`src/rtl/control_sequencer.sv`:
```
// control_sequencer: microcode sequencer for the 8-bit single-bus computer.
// Steps a one-hot T1..T6 ring, decodes the IR opcode and drives every
// register's write-enable / output-enable line combinationally.
// Optional build macro SEQ_SKIP_IDLE_EN: when defined, instructions whose
// work finishes early return to T1 instead of idling through the unused
// T-states.
module control_sequencer #(
  parameter int unsigned OPCODE_W = 4,
  parameter int unsigned T_STATES = 6
) (
  input  logic                CLK,
  input  logic                RESET,
  input  logic [OPCODE_W-1:0] Opcode,
  output logic                PC_OE,
  output logic                PC_INC,
  output logic                MAR_WE,
  output logic                RAM_OE,
  output logic                IR_WE,
  output logic                IR_OE,
  output logic                Acc_WE,
  output logic                Acc_OE,
  output logic                B_WE,
  output logic                ALU_OE,
  output logic                SUB,
  output logic                Out_WE,
  output logic                HALT,
  output logic [T_STATES-1:0] T_state
);

  localparam logic [OPCODE_W-1:0] OP_LDA = OPCODE_W'(4'b0000);
  localparam logic [OPCODE_W-1:0] OP_ADD = OPCODE_W'(4'b0001);
  localparam logic [OPCODE_W-1:0] OP_SUB = OPCODE_W'(4'b0010);
  localparam logic [OPCODE_W-1:0] OP_OUT = OPCODE_W'(4'b1110);
  localparam logic [OPCODE_W-1:0] OP_HLT = OPCODE_W'(4'b1111);

  typedef enum logic [5:0] {
    T1 = 6'b000001,
    T2 = 6'b000010,
    T3 = 6'b000100,
    T4 = 6'b001000,
    T5 = 6'b010000,
    T6 = 6'b100000
  } t_state_e;

  t_state_e ring, ring_next;
  logic     halted, halted_next;

  logic is_lda, is_add, is_sub, is_out, is_hlt;

  // Opcode class decode
  always_comb begin
    is_lda = (Opcode == OP_LDA);
    is_add = (Opcode == OP_ADD);
    is_sub = (Opcode == OP_SUB);
    is_out = (Opcode == OP_OUT);
    is_hlt = (Opcode == OP_HLT);
  end

`ifdef SEQ_SKIP_IDLE_EN
  logic is_nop;

  // Anything outside the decoded set behaves as a no-operation
  always_comb begin
    is_nop = !(is_lda || is_add || is_sub || is_out || is_hlt);
  end
`endif

  // Ring position and halt flag; reset returns to T1 and clears halt
  always_ff @(posedge CLK or posedge RESET) begin
    if (RESET) begin
      ring   <= T1;
      halted <= 1'b0;
    end else begin
      ring   <= ring_next;
      halted <= halted_next;
    end
  end

  // Next ring position: advance once per edge, frozen while halted
  always_comb begin
    ring_next   = ring;
    halted_next = halted;
    if (!halted) begin
      unique case (ring)
        T1:      ring_next = T2;
        T2:      ring_next = T3;
        T3:      ring_next = T4;
        T4:      ring_next = T5;
        T5:      ring_next = T6;
        T6:      ring_next = T1;
        default: ring_next = T1;
      endcase
      if (ring == T4 && is_hlt) begin
        halted_next = 1'b1;
      end
`ifdef SEQ_SKIP_IDLE_EN
      if (ring == T4 && is_nop) begin
        ring_next = T1;
      end
      if (ring == T5 && (is_lda || is_out)) begin
        ring_next = T1;
      end
`endif
    end
  end

  // Control decode; everything held low during reset or once halted
  always_comb begin
    PC_OE  = 1'b0;
    PC_INC = 1'b0;
    MAR_WE = 1'b0;
    RAM_OE = 1'b0;
    IR_WE  = 1'b0;
    IR_OE  = 1'b0;
    Acc_WE = 1'b0;
    Acc_OE = 1'b0;
    B_WE   = 1'b0;
    ALU_OE = 1'b0;
    SUB    = 1'b0;
    Out_WE = 1'b0;
    if (!RESET && !halted) begin
      unique case (ring)
        T1: begin
          PC_OE  = 1'b1;
          MAR_WE = 1'b1;
        end
        T2: begin
          PC_INC = 1'b1;
        end
        T3: begin
          RAM_OE = 1'b1;
          IR_WE  = 1'b1;
        end
        T4: begin
          if (is_lda || is_add || is_sub) begin
            IR_OE  = 1'b1;
            MAR_WE = 1'b1;
          end
          // Accumulator output is registered, so OE is raised a cycle early
          if (is_out) begin
            Acc_OE = 1'b1;
          end
          SUB = is_sub;
        end
        T5: begin
          if (is_lda) begin
            RAM_OE = 1'b1;
            Acc_WE = 1'b1;
          end
          if (is_add || is_sub) begin
            RAM_OE = 1'b1;
            B_WE   = 1'b1;
          end
          if (is_out) begin
            Acc_OE = 1'b1;
            Out_WE = 1'b1;
          end
          SUB = is_sub;
        end
        T6: begin
          if (is_add || is_sub) begin
            ALU_OE = 1'b1;
            Acc_WE = 1'b1;
          end
          SUB = is_sub;
        end
        default: ;
      endcase
    end
  end

  assign HALT    = halted;
  assign T_state = T_STATES'(ring);

endmodule

```
`config.mk`:
```
export PLATFORM = sky130hd
export DESIGN_NAME = control_sequencer
export DESIGN_NICKNAME = d
export VERILOG_FILES = /design/src/rtl/control_sequencer.sv
export SDC_FILE = /design/constraint.sdc
export NUM_CORES = 1
export LEC_CHECK = 0
export BUFFER_PORTS_ARGS = -buffer_cell sky130_fd_sc_hd__buf_2
export CORE_AREA = 2 2 39 41
export DETAILED_ROUTE_END_ITERATION = 6
export DIE_AREA = 0 0 41 43
export GPL_ROUTABILITY_DRIVEN = 0
export PLACE_DENSITY = 0.76
export SLEW_MARGIN = 20
export SYNTH_ARGS = -nofsm -noshare
export SYNTH_HDL_FRONTEND = slang
export SYNTH_SLANG_ARGS = --single-unit
```
`constraint.sdc`:
```
create_clock -name CLK -period 3.6 [get_ports CLK]
set_input_delay 0.54 -clock CLK [delete_from_list [all_inputs] [get_ports CLK]]
set_output_delay 0.54 -clock CLK [all_outputs]
set_load 0.02 [all_outputs]
```
Word level (Yosys, flattened, before mapping)
Cells that the tools add are included.
Cells by class
  equality and inequality tests: 10
  mux-type cells: 32
  reductions and logical operators: 10
Operators by type and width (number)
  one-hot mux 6 bit (5 select lines): 1
  two-way mux 1 bit: 28
  == test 4 bit, second input constant: 2
  == test 6 x 1 -> 1 bit, second input constant: 1
  == test 6 x 2 -> 1 bit, second input constant: 1
  == test 6 x 3 -> 1 bit, second input constant: 1
  == test 6 x 4 -> 1 bit, second input constant: 1
  == test 6 x 5 -> 1 bit, second input constant: 1
  == test 6 bit, second input constant: 1
  one-hot mux 1 bit (2 select lines): 3
  == test 4 x 1 -> 1 bit, second input constant: 1
  == test 4 x 2 -> 1 bit, second input constant: 1
  logical NOT 4 bit: 1
  logical OR 1 bit: 3
  OR reduction 3 bit: 1
  logical AND 1 bit: 2
  logical NOT 1 bit: 2
  OR reduction 2 bit: 1
Word-level totals
  bits in registers: 7
  input port bits: 6
  output and inout bits: 19
  logic and storage cells: 54

Longest topological paths before layout
  word-level depth: 6
  depth in mapped cells: 3
  depth with buffers taken out: 3

Least setup slack after synthesis
No wires, ideal clock.
  path type: in2out
  from: input RESET
  to: output MAR_WE
  data arrival time: 1.459 ns
  data required time: 3.060 ns
  setup slack: 1.601 ns
  stages on the path: 3
  path buffers: 0
  cell sequence: nor4_1 nand2_1 o22ai_1
Between the ends
  longest elaborated chain between the ends: 3
Ends and longest elaborated chain
  from (decl): line 12  | input logic RESET,
  logical NOT 1 bit: line 121  | if (!RESET && !halted) begin
  logical AND 1 bit: line 121
  two-way mux 1 bit: line 121
  to (decl): line 16  | output logic MAR_WE,
No other way between the ends.

Worst setup path after layout
  from: register halted, in the netlist HALT
  to: output MAR_WE
Between the ends
  longest elaborated chain between the ends: 3
Ends and longest elaborated chain
  from (decl): line 46  | logic halted, halted_next;
  from (signal assigned): line 75  | halted <= halted_next;
  logical NOT 1 bit: line 121
  logical AND 1 bit: line 121
  two-way mux 1 bit: line 121
No other way between the ends.

==> summary by stage <==
Synth
Counting every net in the synthesized netlist gives 73. Ranked by total cell area, the synthesized netlist is headed by sky130_fd_sc_hd__dfrtp_1 (29%), sky130_fd_sc_hd__nand2_1 (9.4%), sky130_fd_sc_hd__nor2_1 (7.2%), sky130_fd_sc_hd__dfstp_2 (5.1%), sky130_fd_sc_hd__nor2b_1 (4.8%). The simple-gate share of the synthesized area is 0.435. The cell taking the most area after synthesis is sky130_fd_sc_hd__dfrtp_1. The compound-gate portion of the synthesized area was 0.179. The synthesized area divided by synthesized cell count is 7.73 µm². The total standard cell area after synthesis is 518 µm². The mux share of post-synthesis cell area is 0. Of the total synthesized cell area, the portion taken by full adders, half adders and majority gates is 0.

The post-synthesis share of cell area spent on xor and xnor gates is 0.0169. The yosys synthesis warning count is 0. Synthesis produced 67 cells.

Synthesis inferred 7 register bits. The area share of the leading cell type in the synthesized netlist is 0.290. For this run, the register share of the synthesized area comes to 0.341. After synthesis, the largest family of logic cells by area is simple AND/OR/NAND/NOR gates. After synthesis, the netlist uses 26 different library cells.

Die
The vertical extent of the die is 43 µm. The initial standard-cell utilization of the core is 0.374. The total area inside the core boundary comes to 1380 µm². The die extent in x is 41 µm.

The die covers 1760 µm². The initialized floorplan defines 14 standard-cell rows. During I/O placement, the number of pins put on the boundary was 25.

Clock network
The clock reaches the later pin of the worst-skew pair after 250 ps. The number of gates resized after cts is 0. For this design, the sink count on the clock tree is 7. After clock tree synthesis, the setup repair step added 0 buffers. TritonCTS created 3 clock buffers. The number of H-tree branching levels is 1. The root buffer cell chosen for the clock tree is sky130_fd_sc_hd__clkbuf_4. The post-CTS clock slew at the launch and capture registers of the worst setup and hold paths is 50 ps. The TritonCTS clock tree is built. No sink is reached through more buffers than the 2 on the longest clock path. The number of hold buffers added after CTS was 0.

STA
In this run the tightest slew margin relative to its limit is 0.680. Of the available clock period, the critical path in the final layout requires 0.662. Clock skew on the completed layout was measured at 7.95 ps. Setup repair after global routing left no endpoint under its margin. The final setup violation count is 0. After layout, the minimum clock period comes to 2380 ps. The count of final hold-check violations is 0.

The summed negative setup slack over all endpoints is 0 ps. The slew at the pin closest to its max-slew limit is 476 ps. The max-slew violation total from the final report came to 0.

Timing would allow up to 419 MHz.

Global route
The initial antenna violation count is 0. The overall routing resource usage is 0.193. Entering global routing, the biggest net connects 16 pins. The first global-routing pass estimated 2330 µm of wire. The number of global-route vias before repair is 535. The overall overflow remaining after global route is 0.

Setup path
The largest single stage delay on the critical path is 520 ps. Along the worst path, the maximum fanout reaches 15. The required time at the endpoint of the critical path is 3060 ps. Counting both buffers and inverters, the worst setup path holds a total of 1.

The critical-path cell with the highest stage delay is sky130_fd_sc_hd__dfrtp_1. The worst setup path is of the reg -> out kind. In this run the worst setup path begins at HALT$_DFF_PP0_. The type of destination of the critical path is an output pin. STA puts the critical path data arrival time at 1840 ps. Walking the worst path, the cells encountered are nor4_1 > nand2_1 > o22ai_1 > buf_2. The beginning of the worst register-to-register path is T_state[5]$_DFFE_PP0N_. The cell family contributing the most delay on the critical path is simple AND/OR/NAND/NOR gates. STA classifies the critical path startpoint as a register.

Routing
In the routed design, unresolved DRC markers number 0. The count of TritonRoute iterations in the first routing pass is 4. After detailed routing, the average wire length per cell comes to 13.0 µm. The length of routed met2 wiring is 693 µm. The met3 wirelength from detailed routing is 92 µm. The total via count after detailed routing is 622. The number of routed nets with antenna violations is 0.

The detail-routed via count per cell is 5.65. In this run, the number of DRC markers left after iteration 0 of detailed routing was 6. In this run the top signal layer used is met4.

After detailed routing, the wire length on met1 is 601 µm. The routed design has 1430 µm of wire.

Power
The total power after layout is 0.158 mW. In this run the static leakage power is 0.318 nW. VDD sags by at most 0.000160 V.

The ratio of total power to cell area is 233 nW/µm².

Finish
The post-synthesis to final-layout area growth is 31.4%. The library cell used most frequently in the layout, excluding fill and tap cells, is sky130_fd_sc_hd__buf_2. The repair_antennas step left the layout with diodes totalling 0.

Measured on the finished design, the core utilization comes to 0.492. Of the cells placed in the final design, the portion with a size suffix greater than 1 is 0.330. The number of nets in the layout is 101. The top cell types in the final layout, fill and taps aside, are sky130_fd_sc_hd__buf_2 (24), sky130_fd_sc_hd__nand2_1 (13), sky130_fd_sc_hd__nor2_1 (10), sky130_fd_sc_hd__dfrtp_1 (6).

Job
The number of max-cap violations is 0.

Placement
The half-perimeter wire length after placement is 1120 µm. In this run the tool buffered the top-level ports with 24 buffer cells.

Status
The run finished with clean final reports.

Hold path
The worst hold-check path type is in -> async.
power breakdown:
part	total [mW]	internal (mW)	switching [mW]
Clock	0.0708	0.0423	0.0285
Sequential	0.0789	0.0789	0
Combinational	0.00882	0.00303	0.00579
cell type report:
class	count	area (µm²)
Timing Repair Buffer	24	120
Multi-Input combinational cell	56	327
Sequential cell	7	176
Fill cell	139	703
Tap cell	16	20.0
Inverter	3	11.3
Clock buffer	4	26.3
worst reg2reg max path, delay by kind of cell, from the launching register on:
family | cells | cell delay [ps]
AND/OR/NAND/NOR | 2 | 710
flip-flops | 1 | 470
AO/OA/AOI/OAI | 1 | 180
path summary, 6_finish.rpt:
path / cells after the start / end / slack (ps)
setup / recovery: 4 / MAR_WE / 1220
hold / removal: 2 / T_state[2]$_DFFE_PP0N_ / 240
min in group CLK: 3 / HALT$_DFF_PP0_ / 610
hold reg to reg: 2 / T_state[2]$_DFFE_PP0N_ / 660
setup reg to reg: 3 / T_state[5]$_DFFE_PP0N_ / 2170
max in group asynchronous: 2 / T_state[0]$_DFFE_PP1N_ / 3080
registers in the layout (all words and copies together), names as in the netlist:
name / count
T_state: 6
HALT: 1
cells in the mapped netlist:
cell / n
sky130_fd_sc_hd__xor2_1: 1
sky130_fd_sc_hd__and2_1: 1
sky130_fd_sc_hd__o211ai_1: 1
sky130_fd_sc_hd__dfstp_2: 1
sky130_fd_sc_hd__nand3b_1: 2
sky130_fd_sc_hd__a21oi_1: 1
sky130_fd_sc_hd__dfrtp_1: 6
sky130_fd_sc_hd__o22ai_1: 2
sky130_fd_sc_hd__nand2_1: 13
sky130_fd_sc_hd__clkbuf_1: 1
sky130_fd_sc_hd__a32oi_1: 1
sky130_fd_sc_hd__and2b_1: 1
sky130_fd_sc_hd__nand4_1: 2
sky130_fd_sc_hd__o21ai_0: 3
sky130_fd_sc_hd__nor2b_1: 4
sky130_fd_sc_hd__a21boi_1: 1
sky130_fd_sc_hd__nand3_1: 1
sky130_fd_sc_hd__nand4b_1: 1
sky130_fd_sc_hd__a31o_1: 1
sky130_fd_sc_hd__inv_1: 3
sky130_fd_sc_hd__a22oi_1: 1
sky130_fd_sc_hd__o21ai_1: 4
sky130_fd_sc_hd__nor4_4: 1
sky130_fd_sc_hd__nor2_1: 10
sky130_fd_sc_hd__nor4_2: 2
sky130_fd_sc_hd__nor4_1: 2
per-layer routing:
metal | GRT usage | vias up
met1 | 0.266 | 295
met5 | 0 | -
met4 | 0.0800 | 0
li1 | - | 294
met2 | 0.259 | 25
met3 | 0.0785 | 8
logic make-up (layout without fill, tap and decap cells):
group | after synthesis | count (layout)
simple gates | 40 | 40
compound gates | 15 | 15
flops | 7 | 7
buf+inv | 4 | 31
xor+xnor | 1 | 1
through the flow:
| stage | hold WS, ps | area [µm²] | setup WS (ps) | instances |
|---|---|---|---|---|
| global route | 261 | 681 | 1070 | 110 |
| detailed placement | 513 | 654 | 1400 | 106 |
| floorplan | 351 | 518 | 1600 | 67 |
| global placement | 516 | 654 | 1450 | 106 |
| finish | 245 | 681 | 1220 | 110 |
| CTS | 241 | 681 | 1210 | 110 |
Note: power is estimated with default switching activity, not from simulation.
